File: config.mk
export PLATFORM = sky130hd
export DESIGN_NAME = mod_counter
export DESIGN_NICKNAME = d
export VERILOG_FILES = /design/src/rtl/mod_counter.sv
export SDC_FILE = /design/constraint.sdc
export NUM_CORES = 1
export LEC_CHECK = 0
export CAP_MARGIN = 10
export CORE_ASPECT_RATIO = 1.5
export CORE_MARGIN = 2
export CORE_UTILIZATION = 47
export DETAILED_ROUTE_END_ITERATION = 7
export HOLD_SLACK_MARGIN = 0.1
export PLACE_DENSITY = 0.75
export REMOVE_ABC_BUFFERS = 1
export SLEW_MARGIN = 20
export SYNTH_ARGS = -nofsm -noshare
export SYNTH_HDL_FRONTEND = slang
export SYNTH_SLANG_ARGS = --single-unit
File: constraint.sdc
create_clock -name clk -period 2.3 [get_ports clk]
set_input_delay 0.46 -clock clk [delete_from_list [all_inputs] [get_ports clk]]
set_output_delay 0.46 -clock clk [all_outputs]
set_load 0.01 [all_outputs]
File: src/rtl/mod_counter.sv
// rtl/mod_counter.sv - modulo up/down counter with load, clear, wrap/saturate and limit pulses
// Limit hits are detected on WIDTH+1 bit sums so MODULUS == 2**WIDTH needs no special case.
module mod_counter #(
   parameter int          WIDTH      = 8,
   parameter int unsigned MODULUS    = 256,
   parameter int unsigned INIT_VALUE = 'hff,
   parameter bit          SATURATE   = 1'b0
) (
   input  logic             clk,
   input  logic             rst_b,
   input  logic             clear,
   input  logic             load,
   input  logic [WIDTH-1:0] d,
   input  logic             c_up,
   input  logic             c_down,
   output logic [WIDTH-1:0] q,
   output logic             at_max,
   output logic             at_min,
   output logic             ovf,
   output logic             udf,
   output logic             err_sticky
);

   localparam logic [WIDTH:0]   MOD_W  = (WIDTH+1)'(MODULUS);
   localparam logic [WIDTH:0]   MAX_W  = (WIDTH+1)'(MODULUS - 1);
   localparam logic [WIDTH-1:0] MAX_V  = MAX_W[WIDTH-1:0];
   localparam logic [WIDTH-1:0] INIT_V = WIDTH'(INIT_VALUE);

   logic [WIDTH-1:0] q_q, q_d;
   logic             ovf_q, ovf_d;
   logic             udf_q, udf_d;
   logic             err_q, err_d;

   logic [WIDTH:0]   q_ext;
   logic [WIDTH:0]   inc_w;
   logic [WIDTH:0]   dec_w;
   logic [WIDTH:0]   d_ext;
   logic             up_hit;
   logic             down_hit;

   assign q_ext    = {1'b0, q_q};
   assign inc_w    = q_ext + (WIDTH+1)'(1);
   assign dec_w    = q_ext - (WIDTH+1)'(1);
   assign d_ext    = {1'b0, d};
   assign up_hit   = (inc_w == MOD_W);
   // A borrow out of the top bit means q was already 0.
   assign down_hit = dec_w[WIDTH];

   always_comb begin
      q_d   = q_q;
      ovf_d = 1'b0;
      udf_d = 1'b0;
      err_d = err_q;
      if (clear) begin
         q_d   = INIT_V;
         err_d = 1'b0;
      end else if (load) begin
         q_d = (d_ext < MOD_W) ? d : MAX_V;
      end else if (c_up && !c_down) begin
         if (up_hit) begin
            q_d   = SATURATE ? q_q : '0;
            ovf_d = 1'b1;
            err_d = 1'b1;
         end else begin
            q_d = inc_w[WIDTH-1:0];
         end
      end else if (c_down && !c_up) begin
         if (down_hit) begin
            q_d   = SATURATE ? q_q : MAX_V;
            udf_d = 1'b1;
            err_d = 1'b1;
         end else begin
            q_d = dec_w[WIDTH-1:0];
         end
      end
   end

   always_ff @(posedge clk or negedge rst_b) begin
      if (!rst_b) begin
         q_q   <= INIT_V;
         ovf_q <= 1'b0;
         udf_q <= 1'b0;
         err_q <= 1'b0;
      end else begin
         q_q   <= q_d;
         ovf_q <= ovf_d;
         udf_q <= udf_d;
         err_q <= err_d;
      end
   end

   assign q          = q_q;
   assign at_max     = (q_ext == MAX_W);
   assign at_min     = (q_q == '0);
   assign ovf        = ovf_q;
   assign udf        = udf_q;
   assign err_sticky = err_q;

endmodule

==> results.py, run 1 <==
metrics = {
    "routing": {
        "drtIter0Drc": 29,
        "via_per_inst": 5.89,
        "wl_um": 2740,
        "firstDrtPassIters": 4,
        "drc_errors": 0,
        "route.vias.total": 1024,
        "antenna_left": 0,
        "wl_per_cell_um": 15.7,
    },
    "place": {
        "dp_hpwl_um": 2040,
        "place_area_mm2": 0.00128,
        "placedCellCount": 167,
        "routabilityCongestion": 0.904,
        "port_buffers": 26,
    },
    "global_route": {
        "antenna_found_initial": 0,
        "grt_pass1_wl_um": 4460,
        "grt_use_total_pct": 26.6,
        "overflow": 0,
        "grt_pass1_vias": 1028,
        "grt_max_degree": 15,
    },
    "setup_path": {
        "worstPathRequired_ps": 1840,
        "critPathCaptureType": "output pin",
        "r2r-end": "q[4]$_DFFE_PN1P_",
        "crit_buf_inv": 2,
        "cp_top_family": "flip-flops",
        "slowest_stage": "dfstp_2",
        "cp.arrival_ps": 1710,
        "startpoint_type": "flip-flop",
        "rrSetupSlack_ps": 380,
        "max_stage_delay_ps": 570,
        "cp_max_fo": 5,
        "setup.worst_path.start": "q[0]$_DFFE_PN1P_",
        "critPathKind": "reg -> out",
        "path_cells": "inv_1, ha_1, nor4b_2, and2_1, dlygate4sd2_1",
        "reg2regPathDepth": 7,
        "r2r_start": "q[0]$_DFFE_PN1P_",
    },
    "die": {
        "die_area_mm2": 0.00244,
        "row_count": 20,
        "core_mm2": 0.00198,
        "die_y_um": 59.6,
        "fp.dieW_um": 41.0,
        "initial_core_util_pct": 48.9,
        "ios": 27,
    },
    "timing": {
        "hold_viol": 0,
        "fin_crit_ps": 2170,
        "report.final.slew_viol_count": 0,
        "setup_viol": 0,
        "worst_slew_pin_slew_ps": 519,
        "max_slew_margin_pct": 65.3,
        "min_period_over_period_pct": 94.2,
        "max_freq_mhz": 461,
        "fin_skew_ps": 11.9,
        "rsz0062_at_grt": "false",
        "setup_tns_ps": 0,
    },
    "logic_synthesis": {
        "syn_avg_cell_area_um2": 8.20,
        "synth_flop_cell": "dfstp_2",
        "synth_warnings": 0,
        "yosysSeqAreaShare_pct": 29.5,
        "syn-cell-area_um2": 967,
        "ys_seq_elements": 11,
        "async_flop_share_pct": 100,
        "synthCells": 118,
        "synth_edf_count": 0,
        "synth_cell_types": 42,
    },
    "clock_network": {
        "cts_tree": "built",
        "numClockSinks": 11,
        "clkTransAtPathRegs_ps": 80,
        "htreeDepth": 1,
        "cts_buffer_depth": 2,
        "cts_root_buf": "clkbuf_4",
        "numCtsBuffers": 3,
        "worstSkewPairLatency_ps": 270,
    },
    "finish": {
        "final_util_pct": 67.6,
        "multiInputGateArea_um2": 601,
        "final_cells": 174,
        "final_cell_mix": "clkdlybuf4s50_1 (24), nor2_1 (14), buf_4 (14)",
        "layout_commonest_cell": "clkdlybuf4s50_1",
        "diodes": 0,
        "final_area_mm2": 0.00134,
        "final_nets": 172,
        "nFillCells": 185,
        "final-seq-area_um2": 285,
        "area_growth_syn_to_layout_pct": 38.2,
        "drive_gt1_share_pct": 19.7,
    },
    "power": {
        "powerDensity_mw_per_mm2": 442,
        "swShare_pct": 33.7,
        "seq_power_share_pct": 41.5,
        "ir_worst_vdd_uv": 325,
        "p_int_mw": 0.392,
        "p_sw_mw": 0.199,
        "clockPowerShare_pct": 22.7,
        "p_leak_nw": 0.595,
        "combPwrFrac_pct": 35.8,
    },
    "flow_run": {
        "max_cap_viol_count": 0,
    },
    "run_status": {
        "status": "complete, no violations",
    },
    "hold_path": {
        "hp-class": "in -> async",
    },
}
cells by family after synthesis:
| group | count (synthesis) | share of synthesized area, % |
|---|---|---|
| AO/OA/AOI/OAI | 29 | 21.7 |
| adder cells (fa/ha/maj) | 5 | 6.47 |
| flip-flops | 11 | 29.5 |
| buffers and inverters | 18 | 8.93 |
| XOR/XNOR | 2 | 1.81 |
| multiplexers | 2 | 2.07 |
| AND/OR/NAND/NOR | 51 | 29.5 |
cell type report:
type	count	area share, %
Tap cell	22	2.06
Timing Repair Buffer	40	27.4
Clock buffer	4	1.97
Inverter	8	2.25
Multi-Input combinational cell	89	44.9
Sequential cell	11	21.3
per-stage QoR:
stage	setup slack (ps)	power (mW)	hold WS, ps
floorplan	392	0.341	164
global placement	7.02	0.443	523
detailed placement	-47.0	0.449	564
CTS	18.9	0.591	547
global route	51.9	0.627	576
finish	133	0.591	527
worst max path at each step:
stage                     slack [ps]               end  cells after the start
final                            130            at_min                      5
after floorplan                  390  q[4]$_DFFE_PN1P_                      6
after detailed placement         -50  q[4]$_DFFE_PN1P_                      7
after CTS                         20            at_max                      4
after global routing              50            at_min                      5
after global placement             7  q[4]$_DFFE_PN1P_                      7
layer usage:
| metal | vias up | routed length (µm) | track usage [%] | share of wire [%] |
|---|---|---|---|---|
| li1 | 501 | - | - | - |
| met4 | 0 | 43 | 9.52 | 1.6 |
| met3 | 6 | 124 | 3.76 | 4.5 |
| met1 | 481 | 1140 | 31.8 | 42 |
| met5 | - | 0 | 0 | 0 |
| met2 | 36 | 1430 | 45.3 | 52 |
cell usage after synthesis, drive strengths merged (3+ instances only):
cell type | number | share of area (%)
nand2 | 6 | 2.3
nor3 | 6 | 3.1
dfstp | 8 | 22
buf | 5 | 3.9
inv | 8 | 3.1
ha | 5 | 6.5
clkbuf | 5 | 1.9
a21oi | 8 | 4.1
nor2 | 14 | 5.4
o21ai | 4 | 2.1
nor4 | 3 | 1.9
nand4 | 5 | 3.2
dfrtp | 3 | 7.8
nand3 | 3 | 1.6
a31oi | 3 | 1.9
power by group through the flow:
stage	clock (mW)	sequential (mW)	combinational, mW
finish	0.134	0.245	0.212
global route	0.149	0.247	0.231
CTS	0.137	0.244	0.211
detailed placement	0	0.248	0.200
global placement	0	0.248	0.195
floorplan	0	0.253	0.0880
timing repair:
action | CTS | global route
setup endpoints to repair | 2 | 1
hold buffers | 0 | 0
cloned | 0 | 0
setup buffers | 3 | 0
gates resized for setup | 2 | 1
sequential cells by signal (all words and copies together), names as in the netlist:
| register | cells |
|---|---|
| q | 8 |
| ovf | 1 |
| udf | 1 |
| err_sticky | 1 |
(Power assumes the default switching activity.)
==> run 2: changes to the inputs <==
- PLACE_DENSITY: 0.75 -> 0.8
- clock period: 2.3 -> 2.2 ns (I/O delays scaled with it)
==> results.py, run 2 (same netlist as run 1, synthesis figures left out) <==
metrics = {
    "run_status": {
        "status": "complete, no violations",
    },
    "clock_network": {
        "clkTransAtPathRegs_ps": 80,
        "htreeDepth": 1,
        "cts_root_buf": "clkbuf_4",
        "numCtsBuffers": 3,
        "cts_tree": "built",
        "worstSkewPairLatency_ps": 290,
        "cts_buffer_depth": 2,
        "postCtsHoldBufs": 0,
        "numClockSinks": 11,
    },
    "global_route": {
        "grt_use_total_pct": 27.7,
        "antenna_found_initial": 0,
        "grt_pass1_wl_um": 4500,
        "grt_pass1_vias": 999,
        "grt_max_degree": 15,
        "overflow": 0,
    },
    "routing": {
        "firstDrtPassIters": 5,
        "wl_per_cell_um": 16.6,
        "via_per_inst": 6.03,
        "drtIter0Drc": 45,
        "antenna_left": 0,
        "wl_um": 2910,
        "route.vias.total": 1061,
        "drc_errors": 0,
    },
    "finish": {
        "largest_reg_flops": 8,
        "final_area_mm2": 0.00134,
        "final_cell_mix": "clkdlybuf4s50_1 (24), buf_4 (16), nor2_1 (14)",
        "final_util_pct": 67.9,
        "diodes": 0,
        "area_growth_syn_to_layout_pct": 38.8,
        "layout_commonest_cell": "clkdlybuf4s50_1",
        "drive_gt1_share_pct": 20.1,
        "final_nets": 174,
        "nFillCells": 155,
    },
    "setup_path": {
        "worst-path-stages": 5,
        "cp.arrival_ps": 1710,
        "slowest_stage": "dfstp_2",
        "path_cells": "inv_1, ha_1, nor4b_2, and2_1, dlygate4sd2_1",
        "critPathCaptureType": "output pin",
        "reg2regPathDepth": 7,
        "cp_max_fo": 4,
        "max_stage_delay_ps": 560,
        "cp_top_family": "flip-flops",
        "startpoint_type": "flip-flop",
        "worstPathRequired_ps": 1760,
        "crit_buf_inv": 2,
        "critPathKind": "reg -> out",
    },
    "timing": {
        "report.final.slew_viol_count": 0,
        "worst_slew_pin_slew_ps": 583,
        "max_slew_margin_pct": 60.9,
        "min_period_over_period_pct": 97.6,
        "rsz0062_at_grt": "false",
        "fin_crit_ps": 2150,
        "hold_viol": 0,
        "fin_skew_ps": 5.72,
        "max_freq_mhz": 466,
        "fin_ws_ps": 52.3,
        "setup_viol": 0,
    },
    "die": {
        "initial_core_util_pct": 48.9,
        "die_y_um": 59.6,
        "die_area_mm2": 0.00244,
        "core_mm2": 0.00198,
        "row_count": 20,
        "ios": 27,
        "fp.dieW_um": 41.0,
    },
    "power": {
        "clockPowerShare_pct": 24.7,
        "p_int_mw": 0.412,
        "p_leak_nw": 0.592,
        "seq_power_share_pct": 39.8,
        "ir_worst_vdd_uv": 239,
        "p_sw_mw": 0.225,
        "swShare_pct": 35.3,
        "combPwrFrac_pct": 35.5,
        "powerDensity_mw_per_mm2": 474,
    },
    "place": {
        "routabilityCongestion": 0.924,
        "place_ws_ps": -116,
        "port_buffers": 26,
        "place_area_mm2": 0.00131,
        "dp_hpwl_um": 2150,
    },
    "hold_path": {
        "hp-class": "in -> async",
    },
    "flow_run": {
        "max_cap_viol_count": 0,
    },
}
run 2: changes by cell type in the layout (fill, tap and decap cells not counted):
cell,before,now
buf_4,14,16
dlygate4sd2_1,1,2
dlymetal6s2s_1,1,0
nor3_1,5,6
nor3_2,1,0
run 2: repair_timing:
item | 4_1_cts | 5_1_grt
hold endpoints to repair | 0 | 0
cloned | 0 | 0
setup buffers | 0 | 1
gates resized for setup | 2 | 0
setup endpoints to repair | 2 | 1
run 2: layout make-up:
class                   instances  area (µm²)  area share, %
flip-flops and latches         11         285           21.2
multi-input cells              89         596           44.4
clock buffers                   4        26.3           1.96
repair buffers                 42         378           28.1
inverters                       8        30.0           2.24
well taps                      22        27.5           2.05
run 2: final timing paths:
| kind | start | to | slack (ps) |
|---|---|---|---|
| hold / removal | rst_b | err_sticky$_DFFE_PN0P_ | 500 |
| min in group clk | err_sticky$_DFFE_PN0P_ | err_sticky$_DFFE_PN0P_ | 550 |
| hold reg to reg | err_sticky$_DFFE_PN0P_ | err_sticky$_DFFE_PN0P_ | 550 |
| setup reg to reg | q[0]$_DFFE_PN1P_ | q[4]$_DFFE_PN1P_ | 310 |
| max in group asynchronous | rst_b | q[5]$_DFFE_PN1P_ | 1330 |
| setup / recovery | q[0]$_DFFE_PN1P_ | at_min | 50 |
run 2: stage by stage:
step / power, mW / instances / TNS [ps] / hold slack [ps]
after detailed placement: 0.478 / 171 / -242 / 537
after global routing: 0.667 / 176 / 0 / 537
final: 0.637 / 176 / 0 / 502
after CTS: 0.628 / 175 / 0 / 515
after global placement: 0.473 / 171 / -153 / 522
after floorplan: 0.356 / 108 / 0 / 144
run 2: routing by layer:
metal  GRT usage, %  routed length [µm]  share of wire, %
met5              0                   0                 0
met4           16.2                 112               3.8
met3           3.76                 176               6.0
met2           44.2                1450                50
met1           33.1                1180                40
run 2: worst reg2reg max path, delay by kind of cell (launching register included):
kind	cells	cell delay [ps]
AO/OA/AOI/OAI	3	580
AND/OR/NAND/NOR	1	470
adder cells (fa/ha/maj)	1	170
flip-flops	1	390
buffers and inverters	2	210
run 2: power groups by stage:
stage | registers, mW | logic [mW] | clock network, mW
after floorplan | 0.264 | 0.0920 | 0
after global placement | 0.255 | 0.218 | 0
after detailed placement | 0.256 | 0.222 | 0
after CTS | 0.253 | 0.221 | 0.154
after global routing | 0.256 | 0.247 | 0.164
final | 0.253 | 0.226 | 0.157
==> RTL edit, RTL diff (flow settings as in run 1) <==
Reset style: synchronous (`rst_b`), changed in one clocked block.
--- a/src/rtl/mod_counter.sv
+++ b/src/rtl/mod_counter.sv
@@ -76,5 +76,5 @@
    end
 
-   always_ff @(posedge clk or negedge rst_b) begin
+   always_ff @(posedge clk) begin
       if (!rst_b) begin
          q_q   <= INIT_V;
Function: differs if rst_b is asserted again (counterexample within 4 cycles, from zero or initial values and one cycle with rst_b low); with rst_b held inactive, the same outputs for 10 cycles.
==> RTL edit against run 1 <==
Via count down 5.3%. Routed wire length down 2.9%. Fmax down 2.8%. Synthesized area down 12%. Setup slack worse by 61 ps. Sequential cell count unchanged. Power down 12%. Design area down 6.8%. Largest power group unchanged.
==> RTL edit: results (changes against run 1) <==
* Worst Hold Class: flip-flop to flip-flop
* Post-synthesis cell count at 108 (-8.5%)
* Largest stage delay, worst path at 520 ps (-50 ps)
* Status: complete, no violations
* Vias/cell at 5.91 (+0.50%)
* Final period util at 96.9% (+2.7 points)
* Maximum fanout along the worst path at 7 (+2)
* Top-area cell type share of the netlist area at 25.8% (+4.1 points)
* Final #Nets at 164 (-4.7%)
* Delay-heaviest family, CP: buffers and inverters
* CTS resizes at 3 (+1)
* Pre-CTS WS at 95.5 ps (+142 ps)
* Worst Setup EP: at_max
* Routed wl met3 at 103 µm (-17%)
* GRT Total Usage at 27.1% (+0.51 points)
* Critical Path Start: q[6]$_SDFFE_PP1P_
* Async SR Flop Fraction at 0% (-100 points)
* Skew final at 8.93 ps (-2.99 ps)
* Top cells by count, synth: dfxtp_1 (11), nor2_1 (9), inv_1 (7), nand2_1 (7)
* Top post-synthesis cells by area: dfxtp_1 (26%), ha_1 (7.3%), nor2_1 (4.0%)
* DR iter-0 viols at 40 (+38%)
* Met1 wire length at 1050 µm (-7.8%)
* Final GP Congestion at 0.904 (about the same)
* Hold_ws at 549 ps (+21.6 ps)
* M1 GR Usage at 30.0% (-1.7 points)
* Hold Path Stages at 2
* Lkg Pwr at 0.549 nW (-7.7%)
* DP HPWL at 2060 µm (+0.96%)
* Routed WL at 2660 µm (-2.9%)
* Critical path's slowest cell: clkdlybuf4s50_1
* FILL cells at 140 (-24%)
* DP Area at 1190 µm² (-6.9%)
* Flop-to-flop setup slack at 710 ps (+330 ps)
* Arr. time, crit path at 1770 ps (+60 ps)
* Inst Count DP at 160 (-4.2%)
* R2r endpoint: q[5]$_SDFFE_PP1P_
* Share of cells above drive strength 1 at 18.1% (-1.7 points)
* Largest net degree at the start of global routing at 11 (-4)
* Cell Count, Final, Fillers Out at 164 (-5.7%)
* Drt pass-1 iters at 4 (unchanged)
* Reg2reg path depth at 5 (-2)
* First-pass GRT wire length at 4180 µm (-6.3%)
* Max-slew violations at 0 (unchanged)
* Grt met3 use at 2.80% (-0.96 points)
* Met2 routed WL at 1430 µm (-0.35%)
* Vias in the first global route at 948 (-7.8%)
* Max IR drop VDD at 0.000366 V (+12%)
* Synth cell types at 41 (-2.4%)
==> RTL edit: cells by family (layout without fill, tap and decap cells) <==
logic type / count (synthesis) / in the layout / share of synthesized area, %
multiplexers: 2 / 2 / 2.64
AND/OR/NAND/NOR: 44 / 44 / 28.2
adder cells (fa/ha/maj): 5 / 5 / 7.34
flip-flops: 11 / 11 / 25.8
AO/OA/AOI/OAI: 32 / 32 / 27.5
buffers and inverters: 11 / 47 / 5.43
XOR/XNOR: 3 / 3 / 3.08
==> RTL edit: final cells by class <==
cell class / instances / area, µm² / share of cell area (%)
Inverter: 7 / 26.3 / 2.11
Sequential cell: 11 / 225 / 18.1
Tap cell: 20 / 25.0 / 2.01
Timing Repair Buffer: 36 / 338 / 27.1
Clock buffer: 4 / 26.3 / 2.11
Multi-Input combinational cell: 86 / 604 / 48.5
==> RTL edit: report_power, final <==
group | switching, W | internal (W)
sequential | 0.0000134 | 0.000199
clock | 0.0000750 | 0.0000674
combinational | 0.0000763 | 0.0000874
